**src/rtl/display_sequencer_pkg.sv**
```systemverilog
// Shared definitions for the display sequencer: source count, BCD width,
// sequencer state encoding and the round-robin source search.
package display_sequencer_pkg;

   localparam int NSRC  = 4;
   localparam int BCD_W = 24;

   typedef enum logic [1:0] {
      IDLE = 2'd0,
      SHOW = 2'd1,
      GAP  = 2'd2
   } state_t;

   // First enabled index after cur (cur+1, cur+2, ... with wrap); falls back to cur.
   function automatic logic [1:0] next_index(input logic [1:0] cur, input logic [NSRC-1:0] en);
      logic [1:0] idx;
      next_index = cur;
      for (int k = NSRC - 1; k >= 1; k--) begin
         idx = cur + 2'(k);
         if (en[idx]) next_index = idx;
      end
   endfunction

endpackage

```
**src/rtl/display_sequencer_button_debounce.sv**
```systemverilog
// Button conditioner: 2-flop synchronizer, stability counter and a one-cycle
// pulse on each accepted press (debounced 1->0 edge) of an active-low button.
module button_debounce #(
   parameter int DEB = 500_000
) (
   input  logic clk,
   input  logic rst_n,
   input  logic bn,
   output logic press
);

   localparam int CW = (DEB > 1) ? $clog2(DEB) : 1;

   logic          s1;
   logic          s2;
   logic          level;
   logic [CW-1:0] cnt;

   always_ff @(posedge clk or negedge rst_n) begin
      if (!rst_n) begin
         s1    <= 1'b1;
         s2    <= 1'b1;
         level <= 1'b1;
         cnt   <= '0;
         press <= 1'b0;
      end else begin
         s1    <= bn;
         s2    <= s1;
         press <= 1'b0;
         // Any sample agreeing with the accepted level restarts the stability window.
         if (s2 == level) begin
            cnt <= '0;
         end else if (cnt == CW'(DEB - 1)) begin
            level <= s2;
            cnt   <= '0;
            press <= ~s2;
         end else begin
            cnt <= cnt + 1'b1;
         end
      end
   end

endmodule

```
**src/rtl/display_sequencer.sv**
```systemverilog
// Shares the six seven-segment digits between four BCD sources, rotating on a
// dwell timer and/or a debounced button, with a blanking gap between sources.
module display_sequencer
   import display_sequencer_pkg::*;
#(
   parameter int DWELL = 50_000_000,
   parameter int DEB   = 500_000,
   parameter int BLANK = 5_000_000
) (
   input  logic             clk,
   input  logic             rst_n,
   input  logic [BCD_W-1:0] a0,
   input  logic [BCD_W-1:0] a1,
   input  logic [BCD_W-1:0] a2,
   input  logic [BCD_W-1:0] a3,
   input  logic [NSRC-1:0]  en,
   input  logic             bn,
   input  logic             mode,
   output logic [BCD_W-1:0] x,
   output logic [1:0]       sel,
   output logic             blank
);

   localparam int DW = (DWELL > 1) ? $clog2(DWELL) : 1;
   localparam int GW = (BLANK > 1) ? $clog2(BLANK) : 1;

   state_t           state;
   logic [DW-1:0]    dwell;
   logic [GW-1:0]    gap;
   logic             press;
   logic [BCD_W-1:0] src [NSRC];
   logic [1:0]       nxt;
   logic [1:0]       first;
   logic             expire;
   logic             advance;

   button_debounce #(.DEB(DEB)) u_debounce (
      .clk   (clk),
      .rst_n (rst_n),
      .bn    (bn),
      .press (press)
   );

   assign src[0] = a0;
   assign src[1] = a1;
   assign src[2] = a2;
   assign src[3] = a3;

   // Searching from index 3 yields the lowest enabled index.
   assign first   = next_index(2'd3, en);
   assign nxt     = next_index(sel, en);
   assign expire  = mode && (dwell == DW'(DWELL - 1));
   assign advance = expire || press || !en[sel];

   always_ff @(posedge clk or negedge rst_n) begin
      if (!rst_n) begin
         state <= IDLE;
         sel   <= 2'd0;
         x     <= '0;
         blank <= 1'b1;
         dwell <= '0;
         gap   <= '0;
      end else begin
         case (state)
            IDLE: begin
               if (en != '0) begin
                  state <= SHOW;
                  sel   <= first;
                  x     <= src[first];
                  blank <= 1'b0;
                  dwell <= '0;
               end
            end
            SHOW: begin
               x <= src[sel];
               if (advance) begin
                  dwell <= '0;
                  if (en == '0) begin
                     state <= IDLE;
                     blank <= 1'b1;
                  end else if (nxt != sel) begin
                     state <= GAP;
                     sel   <= nxt;
                     blank <= 1'b1;
                     gap   <= GW'(BLANK - 1);
                  end
               end else if (mode) begin
                  dwell <= dwell + 1'b1;
               end
            end
            GAP: begin
               // Presses are dropped here; a source disabled meanwhile is caught in SHOW.
               if (gap == '0) begin
                  state <= SHOW;
                  blank <= 1'b0;
                  x     <= src[sel];
               end else begin
                  gap <= gap - 1'b1;
               end
            end
            default: begin
               state <= IDLE;
               blank <= 1'b1;
            end
         endcase
      end
   end

endmodule
```
**config.mk**
```make
export PLATFORM = sky130hd
export DESIGN_NAME = display_sequencer
export DESIGN_NICKNAME = d
export VERILOG_FILES = /design/src/rtl/display_sequencer_pkg.sv /design/src/rtl/display_sequencer_button_debounce.sv /design/src/rtl/display_sequencer.sv
export SDC_FILE = /design/constraint.sdc
export NUM_CORES = 1
export LEC_CHECK = 0
export CAP_MARGIN = 0
export CORE_MARGIN = 4
export CORE_UTILIZATION = 53
export CTS_CLUSTER_DIAMETER = 40
export CTS_CLUSTER_SIZE = 10
export DETAILED_ROUTE_END_ITERATION = 7
export PLACE_DENSITY = 0.87
export SLEW_MARGIN = 25
export SYNTH_ARGS = -nofsm -noshare
export SYNTH_HDL_FRONTEND = slang
export SYNTH_SLANG_ARGS = --single-unit
```
**constraint.sdc**
```tcl
create_clock -name clk -period 3.6 [get_ports clk]
set_input_delay 0.54 -clock clk [delete_from_list [all_inputs] [get_ports clk]]
set_output_delay 0.54 -clock clk [all_outputs]
set_load 0.05 [all_outputs]
```
### Yosys cells after proc, flatten, opt, wreduce, memory -nomap -nowiden

Cells that the tools add are included.

* register bits after elaboration: 101

* add/subtract/negate cells: 6
* $lt $le $gt $ge: 6
* equal/unequal tests: 14
* mux-type cells: 53
* bitwise operators: 4
* reductions and logical operators: 17

Operator list (count)
* 24-bit 2-to-1 mux: 6
* 24-bit binary-select mux with 2-bit select: 2
* 23-bit 2-to-1 mux: 4
* 26-bit 2-to-1 mux: 3
* 24-bit one-hot mux with 3 select lines: 1
* 26-bit one-hot mux with 2 select lines: 1
* 23-bit one-hot mux with 2 select lines: 1
* 19-bit 2-to-1 mux: 2
* 2-bit 2-to-1 mux: 14
* 26-bit by 1-bit adder with 26-bit output (second input constant): 1
* 26-bit equality test (second input constant): 1
* 23-bit zero test: 1
* 23-bit by 1-bit subtractor with 23-bit output (second input constant): 1
* 19-bit by 1-bit adder with 19-bit output (second input constant): 1
* 19-bit equality test (second input constant): 1
* 2-bit by 3-bit less-than comparator with 1-bit output (second input constant): 4
* 1-bit 2-to-1 mux: 12
* 2-bit != test (second input constant): 6
* 5-bit AND reduction: 2
* 1-bit binary-select mux with 2-bit select: 4
* 3-bit greater-or-equal comparator (second input constant): 2
* 3-bit != test (second input constant): 2
* 2-bit inverter with 3-bit output: 2
* 2-bit one-hot mux with 3 select lines: 1
* other kinds (20): 25

### Logic depth before layout (Yosys ltp)

Gate-level depths: netlist (run 1).

* word-level depth: 11
* depth in mapped cells: 10

### By module

A second synthesis (run 1) with hierarchy kept.

* cell total of the unflattened synthesis: 733
* area total of the unflattened synthesis: 6896.6 um2

By module, submodules not included
* display_sequencer: times used 1, cells each 623, area each 5774.3 um2, sequential area each 1953.1 um2
* button_debounce: times used 1, cells each 110, area each 1122.3 um2, sequential area each 579.3 um2

### Worst setup path before layout (run 1)

No wires, ideal clock.

* path kind: register to register
* from: reg gap[17]
* to: reg x[10]
* data arrival time: 2.889 ns
* slack: 0.586 ns
* cell stages (with the launch flop): 10
* buffers on the path: 3
* clock period less this slack: 3.014 ns
* path through: dfrtp_1 > or3_4 > or4b_1 > buf_2 > or4_4 > a22o_1 > or2_1 > buf_6 > buf_12 > mux2_4

* cells in the longest elaborated chain, start to end: 3

Ends and longest elaborated chain
* start, declared: RTL line display_sequencer.sv:29 `logic [GW-1:0] gap;`
* start signal, assigned: RTL line display_sequencer.sv:85 `gap <= GW'(BLANK - 1);`
* start signal, assigned: RTL line display_sequencer.sv:98 `gap <= gap - 1'b1;`
* 23-bit zero test: RTL line display_sequencer.sv:93 `if (gap == '0) begin`
* 2-bit != test (no line)
* 3-bit AND reduction (no line)
* end signal, assigned: RTL line display_sequencer.sv:69 `x <= src[first];`
* end signal, assigned: RTL line display_sequencer.sv:75 `x <= src[sel];`
* end signal, assigned: RTL line display_sequencer.sv:96 `x <= src[sel];`
* end, declared: RTL line display_sequencer.sv:19 `output logic [BCD_W-1:0] x,`

No other way between the ends.
A chain may end at the register's enable or synchronous reset.

### Final worst setup path (run 1)

* from: reg gap[17]
* to: reg x[18]

Same word-level chain as after synthesis.

==> impl.org, run 1 <==
** Setup path
- Highest net fanout along the worst path :: 24
- In this run the critical register-to-register path is captured at x[18].
- The worst setup path is launched from a flip-flop.
- On the critical path, the stage with the largest delay is an instance of sky130_fd_sc_hd__or4b_1.
- Category of the worst setup path capture point :: flip-flop
- Walking the worst path, the cells encountered are or3_4, or4b_1, or4_4, a22o_1, or2_1, buf_4, mux2_4.
- Type of the worst setup path :: flip-flop to flip-flop
- Counting both buffers and inverters, the worst setup path holds a total of 1.
- For flop-to-flop paths, the worst setup slack is 400 ps.
- Data on the critical path is required at its endpoint by 3840 ps.
- The worst register-to-register path has a depth of 7.
- For this run, the slowest stage of the critical path takes 640 ps.
- Arrival time reported for the critical path endpoint :: 3430 ps
- The kind of cell with the highest combined delay along the critical path is simple AND/OR/NAND/NOR gates.
- FF-to-FF Start :: gap[17]

** Synthesis
- In this run the biggest area consumer among cell types represents 35.5% of the synthesized area.
- Cells taking the most area after synthesis :: sky130_fd_sc_hd__dfrtp_1 36%, sky130_fd_sc_hd__mux4_2 8.2%, sky130_fd_sc_hd__mux2i_1 7.2%, sky130_fd_sc_hd__o21ai_0 4.8%, sky130_fd_sc_hd__mux2_4 4.4%
- Flip-flop and latch count after synthesis :: 101
- Mapped Nets :: 827
- Averaged over all synthesized cells, the footprint is 9.56 um2.
- The netlist uses 54 different library cells.
- Cell type with the largest total area after synthesis :: sky130_fd_sc_hd__dfrtp_1
- EDFF count, synth :: 0
- Share of synthesized flip-flops with an asynchronous set or reset :: 100%
- Top flip-flop cell by instance count after synthesis :: sky130_fd_sc_hd__dfrtp_1
- Commonest cells in the netlist :: 97 x sky130_fd_sc_hd__dfrtp_1, 79 x sky130_fd_sc_hd__nand2_1, 75 x sky130_fd_sc_hd__nor2_1, 66 x sky130_fd_sc_hd__o21ai_0, 49 x sky130_fd_sc_hd__mux2i_1
- Most frequently used cell type in the post-synthesis netlist :: sky130_fd_sc_hd__dfrtp_1
- Number of instances in the synthesized netlist :: 715
- Cell area after synthesis :: 0.00683 mm2
- Yosys printed 0 warnings.
- Share of synthesized area occupied by flip-flops and latches :: 37.1%

** Finish
- The finished layout holds 1,007 standard cells, fillers aside.
- Share of cells above drive strength 1 :: 11.5%
- Footprint of the multi-input gates :: 0.00403 mm2
- Total area of sequential cells :: 0.00253 mm2
- The finished cells cover 0.00856 mm2.
- Layout area overhead :: 25.2%
- The net count of the finished layout is 940.
- After filler insertion, the fill cell instance count of the layout stands at 991.

** Global routing
- The via count of the first global-routing pass came to 5,902.
- The initial antenna violation count is 2.
- Entering global routing, the biggest net connects 80 pins.
- Total GRT Usage :: 23.9%
- The first global-routing pass estimated 28,400 um of wire.
- Summed over all layers, the global routing overflow is 0.

** Clock network
- Buffer type at the clock tree root :: sky130_fd_sc_hd__clkbuf_16
- The number of clock buffers added by TritonCTS is 9.
- TritonCTS built the clock tree.
- Clock tree buffer depth :: 2
- Clock latency on the worst-skew pair :: 350 ps
- The clock tree synthesis step divided the H-tree into 3 levels.
- The number of setup buffers added after CTS is 0.
- Number of sinks handled by clock tree synthesis :: 101
- Count of hold-fix buffers inserted at cts :: 0
- Clock-pin slew was measured on the worst setup and hold paths at 70 ps.
- Cells resized by post-CTS repair :: 0

** STA
- Share of the clock period used by the worst path after layout :: 88.8%
- In the final timing run, aggregate negative setup slack is 0 ps.
- On the final layout, the worst hold slack is 207 ps.
- The final count of pins violating max slew came to 0.
- In this run the tightest slew margin relative to its limit is 44.7%.
- Setup violations remaining at the end of the flow were counted as 0.
- The clock arrives with 8.08 ps of skew.
- The final hold violation count came to 0.
- Setup repair after global routing missed its margin :: no
- At the pin with the least slew margin, the transition time is 822 ps.
- Post-layout minimum cycle time :: 3200 ps
- Derived from the worst setup path, the maximum achievable clock frequency is 0.313 GHz.

** Drt
- Number of vias per cell after detailed routing :: 5.82
- The routed layout has 5,863 vias.
- DRC violation total after the first TritonRoute iteration :: 417
- Number of iterations in the first detailed-routing pass :: 5
- Routed WL :: 16,600 um
- Antenna Violating Nets Remaining :: 0
- Routed wirelength normalized by instance count :: 16.5 um
- Post-route DRC :: 0

** Placement
- In this run, placement finished with an instance count of 989.
- Final GP Congestion :: 0.849
- In this run the cell area measured after placement is 0.00826 mm2.
- Detailed placer's ending HPWL :: 12,100 um
- Input and output buffers added on the ports amount to 130.

** Power
- PD cells :: 638 mW/mm2
- Across the VDD grid, the largest voltage drop is 407 uV.
- Portion of total power attributed to combinational logic :: 55.0%
- Leakage :: 3.42 nW
- Switching Share :: 41.9%
- Of the total power, the clock network draws 17.2%.
- Reported net switching power :: 2.29 mW
- Internal power of the cells :: 3.17 mW
- Proportion of power drawn by flip-flops and latches :: 27.8%

** Min path
- Kind of path behind the tightest hold check :: input pin to async pin

** Status
- Run status :: completed

** Flow run
- Across the run, the number of max-cap violations was 0.

** Floorplan
- Starting density of the core :: 54.2%
- Die footprint :: 0.0148 mm2
- Area of the placeable core :: 0.0126 mm2
- The floorplan step set the die width to 122 um.
- Standard-cell rows :: 41
- Die height :: 122 um
- Number of ports placed on the die boundary :: 131
layout by cell type (no fill, tap or decap), types with 6 or more instances in the layout:
cell	Yosys	final
sky130_fd_sc_hd__inv_1	16	16
sky130_fd_sc_hd__mux2_4	20	20
sky130_fd_sc_hd__mux2_2	6	6
sky130_fd_sc_hd__and4_1	8	8
sky130_fd_sc_hd__a21oi_1	17	17
sky130_fd_sc_hd__or3_1	12	12
sky130_fd_sc_hd__clkdlybuf4s50_1	0	127
sky130_fd_sc_hd__ha_1	8	8
sky130_fd_sc_hd__nand2_1	79	79
sky130_fd_sc_hd__nand3_1	18	18
sky130_fd_sc_hd__or4_1	6	6
sky130_fd_sc_hd__a211oi_1	7	7
sky130_fd_sc_hd__xnor2_1	33	33
sky130_fd_sc_hd__mux2i_1	49	49
sky130_fd_sc_hd__dfrtp_1	97	96
sky130_fd_sc_hd__nand4_1	13	13
sky130_fd_sc_hd__nor2_1	75	75
sky130_fd_sc_hd__mux4_2	25	25
sky130_fd_sc_hd__clkbuf_16	0	9
sky130_fd_sc_hd__buf_4	0	18
sky130_fd_sc_hd__nor3_1	11	11
sky130_fd_sc_hd__nand2b_1	6	6
sky130_fd_sc_hd__o21ai_0	66	66
sky130_fd_sc_hd__xor2_1	16	16
sky130_fd_sc_hd__nor4_1	22	22
stage by stage:
step	setup WS [ps]	total power, mW	utilization (%)
6_report	403	5.46	67.8
4_1_cts	427	5.49	67.7
3_3_place_gp	510	4.48	65.5
2_1_floorplan	586	3.72	-
3_5_place_dp	442	4.54	65.5
5_1_grt	320	5.79	67.8
sequential cells by signal, indices dropped and copies added, names as in the netlist:
| register | cells |
|---|---|
| dwell | 26 |
| x | 24 |
| gap | 23 |
| u_debounce.cnt | 19 |
| sel | 2 |
| state | 2 |
| blank | 1 |
| u_debounce.level | 1 |
| u_debounce.press | 1 |
| u_debounce.s1 | 1 |
| u_debounce.s2 | 1 |
routing by layer:
metal  track usage [%]  routed length, um  vias up
li1                  -                  -     2832
met1              30.3               7110     2857
met2              40.3               8310      142
met3              4.83                768       32
met4              9.31                405        0
met5                 0                  0        -
power by group through the flow:
stage	logic [mW]	registers (mW)	clock network [mW]
CTS	3.01	1.52	0.961
global route	3.23	1.54	1.01
global placement	2.95	1.52	0
floorplan	1.72	2.01	0
detailed placement	3.01	1.53	0
finish	3.00	1.52	0.940
how the worst max path moves through the flow:
stage / from / to / slack (ps) / cells past startpoint
6_report: gap[17] / x[18] / 400 / 7
4_1_cts: gap[17] / x[18] / 430 / 7
5_1_grt: gap[17] / x[22] / 320 / 7
3_3_place_gp: gap[17] / x[20] / 510 / 7
3_5_place_dp: gap[17] / x[16] / 440 / 7
2_1_floorplan: gap[17] / x[10] / 590 / 9
cell type report:
| cell class | instances | area share (%) |
|---|---|---|
| Multi-Input combinational cell | 552 | 47.1 |
| Sequential cell | 101 | 29.6 |
| Antenna cell | 2 | 0.0585 |
| Inverter | 16 | 0.702 |
| Clock buffer | 11 | 2.84 |
| Timing Repair Buffer | 148 | 16.7 |
| Clock inverter | 5 | 0.512 |
| Tap cell | 172 | 2.52 |
worst register-to-register path, cell delays in order (launching register included):
cell and delay [ps]:
sky130_fd_sc_hd__dfrtp_1 420, sky130_fd_sc_hd__or3_4 410, sky130_fd_sc_hd__or4b_1 640, sky130_fd_sc_hd__or4_4 540, sky130_fd_sc_hd__a22o_1 230, sky130_fd_sc_hd__or2_1 220, sky130_fd_sc_hd__buf_4 260, sky130_fd_sc_hd__mux2_4 370
logic make-up after synthesis:
group           count (synthesis)  synth area share [%]
simple gates                  283                  20.9
compound gates                112                  9.45
flops                         101                  37.1
mux                           100                  20.8
buf+inv                        62                  4.01
xor+xnor                       49                  6.28
fa+ha+maj                       8                  1.46
No activity file was read; power rests on OpenSTA's default activity.
==> run 2, diff against run 1 <==
- CORE_UTILIZATION: 53 -> 48
- PLACE_DENSITY: 0.87 -> 0.84
- clock period: 3.6 -> 2.9 ns (I/O delays scaled with it)
==> impl.org, run 2 (same netlist as run 1, synthesis figures left out) <==
** Status
- The flow ran to the end, and the final reports show no timing, DRC or antenna violations.

** Power
- VDD IR-drop max :: 440 uV (+8.0%)
- The power per cell area came to 783 mW/mm2 (+23%).
- The leakage power came to 3.62 nW (+5.9%).

** Drt
- Number of iterations in the first detailed-routing pass :: 5 (unchanged)
- The detailed-route DRC error count is 0 (unchanged).
- The wire length reported by the detailed router is 18,100 um (+9.2%).
- Routed wirelength normalized by instance count :: 17.3 um (+4.8%)
- Vias after detailed routing :: 6,132 (+4.6%)
- The post-route antenna net violation count was 0 (unchanged).
- The violation count after the first detailed-routing iteration is 424 (+1.7%).
- The via density per instance is 5.84 (+0.30%).

** Clock network
- The count of clock tree sinks is 101 (unchanged).
- Clock slew at reported path FFs :: 70 ps (about the same)
- The number of buffers created by CTS came to 9 (unchanged).
- TritonCTS built the clock tree.
- The maximum clock path buffer count was 2 (unchanged).
- The clock network latency to the later pin of the worst-skew pair was 350 ps (about the same).
- Buffer type at the clock tree root :: sky130_fd_sc_hd__clkbuf_16
- Count of hold-fix buffers inserted at cts :: 0 (unchanged)
- H-tree lvl count :: 3 (unchanged)

** Placement
- The routability-driven placement congestion ratio is 0.880 (+3.7%).
- Area post-placement :: 0.00856 mm2 (+3.7%)
- Number of I/O port buffers :: 130 (unchanged)
- The half-perimeter wire length after detailed placement is 13,200 um (+8.9%).

** Finish
- FILL cells :: 1,063 (+7.3%)
- Most used cells in the layout excluding fill and tap cells :: 125 x sky130_fd_sc_hd__clkdlybuf4s50_1, 96 x sky130_fd_sc_hd__dfrtp_1, 79 x sky130_fd_sc_hd__nand2_1, 75 x sky130_fd_sc_hd__nor2_1, 66 x sky130_fd_sc_hd__o21ai_0
- Compared with the post-synthesis result, the final layout area differs by 30.2%.
- In the final layout, the registers with the most flip-flops are dwell: 26 flops, x: 24 flops, gap: 23 flops.
- Share of cells above drive strength 1 :: 16.1% (+4.6 points)
- The number of nets in the final layout came to 976 (+3.8%).
- Counting flops per register, the top entry is dwell.
- Max reg flops :: 26 (unchanged)
- The final design instance area without fill came to 0.00890 mm2 (+4.0%).
- Leading cell type in the layout, fill and taps excluded :: sky130_fd_sc_hd__clkdlybuf4s50_1

** STA
- The final setup violation count is 0 (unchanged).
- The fmax is 0.351 GHz (+12%).
- Actual slew at the worst max-slew pin :: 706 ps (-116 ps)
- The final hold violation count was 0 (unchanged).
- Largest clock skew in the final design :: 6.52 ps (-1.56 ps)
- The final critical-path required period came to 2850 ps (-350 ps).
- Worst slack on hold paths :: 128 ps (-78.3 ps)
- Slew Limit Fails :: 0 (unchanged)
- The relative slew slack came to 52.6% (+7.9 points).
- Setup repair after global routing missed its margin :: no
- The final critical-path share of the clock period is 98.2% (+9.4 points).

** Setup path
- Worst path bufs/invs :: 1 (unchanged)
- Highest net fanout along the worst path :: 12 (-50%)
- Critical path's most frequent cell :: sky130_fd_sc_hd__or4_4
- Required time of the worst setup path :: 3130 ps (-710 ps)
- Critical path's largest stage delay :: 530 ps (-110 ps)
- Series of cell instances along the critical path :: or4_4, or3_1, or4_4, a22o_1, or2_4, buf_12, mux2_4
- Worst-case register-to-register setup slack :: 50 ps (-350 ps)
- Category of the worst setup path capture point :: flip-flop
- Arrival time reported for the critical path endpoint :: 3080 ps (-350 ps)
- FF-to-FF Start :: gap[7]
- The most critical setup path has its startpoint at gap[7].
- Worst setup SP type :: flip-flop
- CP top delay family :: simple AND/OR/NAND/NOR gates
- Type of the worst setup path :: flip-flop to flip-flop
- Crit-path slowest cell :: sky130_fd_sc_hd__or4_4

** Floorplan
- The row count is 43 (+4.9%).
- Number of ports placed on the die boundary :: 131 (unchanged)
- The x dimension of the die came to 127 um (+4.7%).
- Area of the placeable core :: 0.0139 mm2 (+10%)
- The die area came to 0.0162 mm2 (+9.7%).
- The vertical die dimension came to 127 um (+4.7%).
- Starting density of the core :: 49.0% (-5.1 points)

** Global routing
- The initial antenna violation count was 1 (-1).
- Number of global-route vias before repair :: 6,206 (+5.2%)
- The total track usage was 22.8% (-1.1 points).
- GRT Residual Overflow :: 0 (unchanged)
- First-pass GRT wire length :: 30,100 um (+5.9%)
- Maximum number of pins on one net before global-route repair :: 55 (-31%)

** Min path
- In this run the worst hold path is classified as input pin to async pin.

** Flow run
- Count of max-cap constraint violations :: 0 (unchanged)
[run 2: changes by cell type in the layout (fill, tap and decap cells not counted), moves of 2 or more]
cell	change
sky130_fd_sc_hd__buf_4	+33
sky130_fd_sc_hd__clkinv_2	+2
sky130_fd_sc_hd__buf_12	+4
sky130_fd_sc_hd__clkdlybuf4s50_1	-2
[run 2: per-layer routing]
layer | up-vias | global-route usage, % | part of all wire [%]
met3 | 39 | 4.26 | 5.1
met4 | 0 | 8.33 | 2.8
met1 | 3000 | 29.2 | 41
met5 | - | 0 | 0
li1 | 2892 | - | -
met2 | 201 | 38.6 | 51
[run 2: final timing paths]
| path | endpoint | cells after the start |
|---|---|---|
| setup / recovery | x[14] | 7 |
| setup reg to reg | x[14] | 7 |
| max in group asynchronous | u_debounce.s1 | 2 |
| hold / removal | x[19] | 1 |
| min in group clk | u_debounce.s2 | 0 |
| hold reg to reg | u_debounce.s2 | 0 |
[run 2: layout make-up]
class | instances | area, um2 | share of cell area, %
inverter | 16 | 60.1 | 0.675
antenna | 1 | 2.50 | 0.0281
sequential | 101 | 2530 | 28.5
clock buffer | 9 | 225 | 2.53
multi-input combinational | 552 | 4050 | 45.5
timing repair buffer | 184 | 1760 | 19.7
tap | 180 | 225 | 2.53
clock inverter | 7 | 50.0 | 0.562
[run 2: stage by stage]
step / TNS, ps / utilization, % / power [mW] / setup WS (ps) / instances
6_report: 0 / 63.9 / 6.96 / 53.5 / 1050
5_1_grt: 0 / 63.9 / 7.33 / 11.3 / 1050
4_1_cts: 0 / 63.8 / 6.99 / 70.6 / 1049
3_5_place_dp: -602 / 61.5 / 5.80 / -38.2 / 1030
3_3_place_gp: 0 / 61.5 / 5.70 / 1.51 / 1030
2_1_floorplan: -1730 / - / 4.62 / -86.4 / 715
[run 2: where the power goes]
group	leakage, nW	switching (mW)	internal, mW
sequential	1.28	0.182	1.67
clock	0.128	0.537	0.585
combinational	2.22	2.19	1.80
total	3.62	2.91	4.05
[run 2: timing repair]
action                     4_1_cts  5_1_grt
setup buffers                    2        0
setup endpoints to repair       24        0
resized for setup                5        0
[run 2: worst reg2reg max path, delay by kind of cell, from the launching register on]
family | cells | cell delay [ps]
buffers and inverters | 1 | 170
multiplexers | 1 | 310
flip-flops | 1 | 380
AND/OR/NAND/NOR | 4 | 1660
AO/OA/AOI/OAI | 1 | 210
==> run 3, diff against run 2 <==
- CORE_MARGIN: 4 -> unset
==> impl.org, run 3 (same netlist as run 1, synthesis figures left out) <==
** Clock network
- The count of hold buffers inserted by post-cts repair came to 0 (unchanged).
- Buffer type at the clock tree root :: sky130_fd_sc_hd__clkbuf_16
- The number of buffers created by CTS came to 9 (unchanged).
- Clock tree buffer depth :: 2 (unchanged)
- The clock network latency to the later pin of the worst-skew pair came to 350 ps (about the same).
- Clock slew at reported path FFs :: 70 ps (about the same)
- TritonCTS built the clock tree.
- The count of clock tree sinks is 101 (unchanged).
- The H-tree depth was 3 (unchanged).

** Setup path
- The most critical setup path has its startpoint at gap[13].
- Required time of the worst setup path :: 3140 ps (about the same)
- FF-to-FF Start :: gap[13]
- The worst reg2reg path depth was 7 (unchanged).
- Category of the worst setup path capture point :: flip-flop
- Capture point of the worst reg-to-reg path :: x[23]
- Worst setup SP type :: flip-flop
- The data arrival at the endpoint of the critical path was 3160 ps (+80 ps).
- Worst-case register-to-register setup slack :: -20 ps (-70 ps)
- The worst setup path is of the flip-flop to flip-flop kind.
- Highest net fanout along the worst path :: 6 (-6)

** Global routing
- The first-pass GRT wire length is 30,400 um (+0.89%).
- The maximum number of pins on one net before global-route repair was 53 (-3.6%).
- Number of antenna violations at the first check in global routing :: 0 (-1)
- The final global-route overflow total came to 0 (unchanged).
- The total track usage came to 26.0% (+3.2 points).
- Number of global-route vias before repair :: 6,494 (+4.6%)

** Drt
- Number of vias per cell after detailed routing :: 5.86 (+0.36%)
- The wire length reported by the detailed router was 18,000 um (-0.47%).
- Number of iterations in the first detailed-routing pass :: 5 (unchanged)
- The violation count after the first detailed-routing iteration was 367 (-13%).
- The total via count after detailed routing came to 6,189 (+0.93%).
- The detailed-route DRC error count is 0 (unchanged).
- The post-route antenna net violation count came to 0 (unchanged).
- The wire length per cell after detailed routing came to 17.1 um (-1.0%).

** Min path
- Kind of path behind the tightest hold check :: input pin to async pin

** Placement
- Final GP Congestion :: 0.845 (-4.0%)
- The worst-case setup slack after placement came to -114 ps (-76.1 ps).
- Number of I/O port buffers :: 130 (unchanged)
- Detailed placer's ending HPWL :: 12,800 um (-3.0%)
- The placed cell area came to 0.00855 mm2 (-0.15%).

** STA
- The final setup violation count came to 10 (+10).
- Worst setup margin :: -17.2 ps (-70.7 ps)
- Slew Limit Headroom :: 53.5% (+0.95 points)
- The slew of the pin with the lowest slew margin came to 692 ps (-14.1 ps).
- The final count of pins violating max slew is 0 (unchanged).
- The final setup skew was 8.26 ps (+1.74 ps).
- The fmax came to 0.343 GHz (-2.4%).
- The final critical-path share of the clock period is 101% (+2.4 points).
- The final hold violation count was 0 (unchanged).
- Setup TNS after final layout :: -91.6 ps (-91.6 ps)
- Post-layout minimum cycle time :: 2920 ps (+70.7 ps)
- Setup repair after global routing missed its margin :: yes

** Power
- Portion of total power attributed to combinational logic :: 56.8% (-0.5 points)
- The fraction of power consumed by the clock network came to 17.2% (+1.1 points).
- Leakage :: 3.66 nW (+1.1%)
- The net switching power figure was 2.92 mW (+0.40%).
- The internal cell power was 4.17 mW (+2.9%).
- The power per cell area is 791 mW/mm2 (+1.1%).
- The final total power is 7.09 mW (+1.8%).
- The net switching share of the total power came to 41.2% (-0.58 points).
- The maximum resistive drop on vdd was 445 uV (+1.1%).
- Proportion of power drawn by flip-flops and latches :: 26.0% (-0.6 points)

** Flow run
- Count of max-cap constraint violations :: 0 (unchanged)

** Finish
- Max reg flops :: 26 (unchanged)
- The layout cell share with drive strength beyond 1 is 16.6% (+0.44 points).
- The number of nets in the final layout came to 983 (+0.72%).
- The largest registers in the layout are dwell: 26 flops, x: 24 flops, gap: 23 flops.
- Leaving out fill and tap cells, the most frequent cell in the layout is sky130_fd_sc_hd__clkdlybuf4s50_1.
- From synthesis to final layout, the design area changed by 31.1%.
- Final core utilization :: 64.6% (+0.71 points)
- Antenna cells :: 0 (-1)
- The register with the most flip-flops in the final layout is dwell.
- Most used cells in the layout excluding fill and tap cells :: 126 x sky130_fd_sc_hd__clkdlybuf4s50_1, 96 x sky130_fd_sc_hd__dfrtp_1, 79 x sky130_fd_sc_hd__nand2_1, 75 x sky130_fd_sc_hd__nor2_1, 66 x sky130_fd_sc_hd__o21ai_0
- Total non-filler cell area in the finished layout :: 0.00896 mm2 (+0.72%)

** Floorplan
- The x dimension of the die is 121 um (-4.7%).
- The row count came to 43 (unchanged).
- The initial core utilization came to 49.2% (+0.19 points).
- Die footprint :: 0.0147 mm2 (-9.2%)
- Number of ports placed on the die boundary :: 131 (unchanged)
- The vertical die dimension was 121 um (-4.7%).
- The placeable core region came to 0.0139 mm2 (-0.39%).

** Status
- The run finished, with violations left.
- The final reports fail on setup timing.
==> run 3: layer usage <==
layer  global-route usage, %  part of all wire, %
met2                    46.7                   52
met5                       0                    0
met3                    4.61                  4.2
met1                    30.4                   41
met4                    10.3                  2.9
==> run 3: power by group through the flow <==
stage,clock network [mW],logic (mW),registers (mW)
final,1.22,4.03,1.84
after global routing,1.29,4.29,1.87
after CTS,1.23,3.97,1.84
after detailed placement,0,3.90,1.86
after global placement,0,3.80,1.85
after floorplan,0,2.13,2.49
==> run 3: worst max path at each step <==
stage	endpoint	cells past startpoint
floorplan	x[10]	9
global placement	gap[13]	7
detailed placement	gap[13]	7
CTS	x[13]	7
global route	x[11]	7
finish	x[23]	7
==> run 3: final cells by class <==
cell class	count	area (um2)
well taps	180	225
multi-input cells	552	4050
inverters	16	60.1
repair buffers	191	1790
clock inverters	4	48.8
flip-flops and latches	101	2530
clock buffers	12	246
fillers	1103	4920
==> run 3: what timing repair did <==
item / CTS / global route
pin swaps: 1 / 8
endpoints found under the setup margin: 24 / 26
gates resized for setup: 4 / 3
gates cloned: 1 / 1
buffers inserted: 0 / 5
==> run 3: metrics by stage <==
stage	std cells	hold WS [ps]
4_1_cts	1050	146
5_1_grt	1056	171
6_report	1056	113
3_5_place_dp	1033	351
3_3_place_gp	1033	349
2_1_floorplan	715	139
==> run 3: critical path, cell delays in order (launching register included) <==
cell                        delay [ps]
sky130_fd_sc_hd__dfrtp_1           390
sky130_fd_sc_hd__or3_4             400
sky130_fd_sc_hd__or4b_4            560
sky130_fd_sc_hd__or4_4             430
sky130_fd_sc_hd__a22o_1            220
sky130_fd_sc_hd__or2_4             310
sky130_fd_sc_hd__clkbuf_16         190
sky130_fd_sc_hd__mux2_4            290
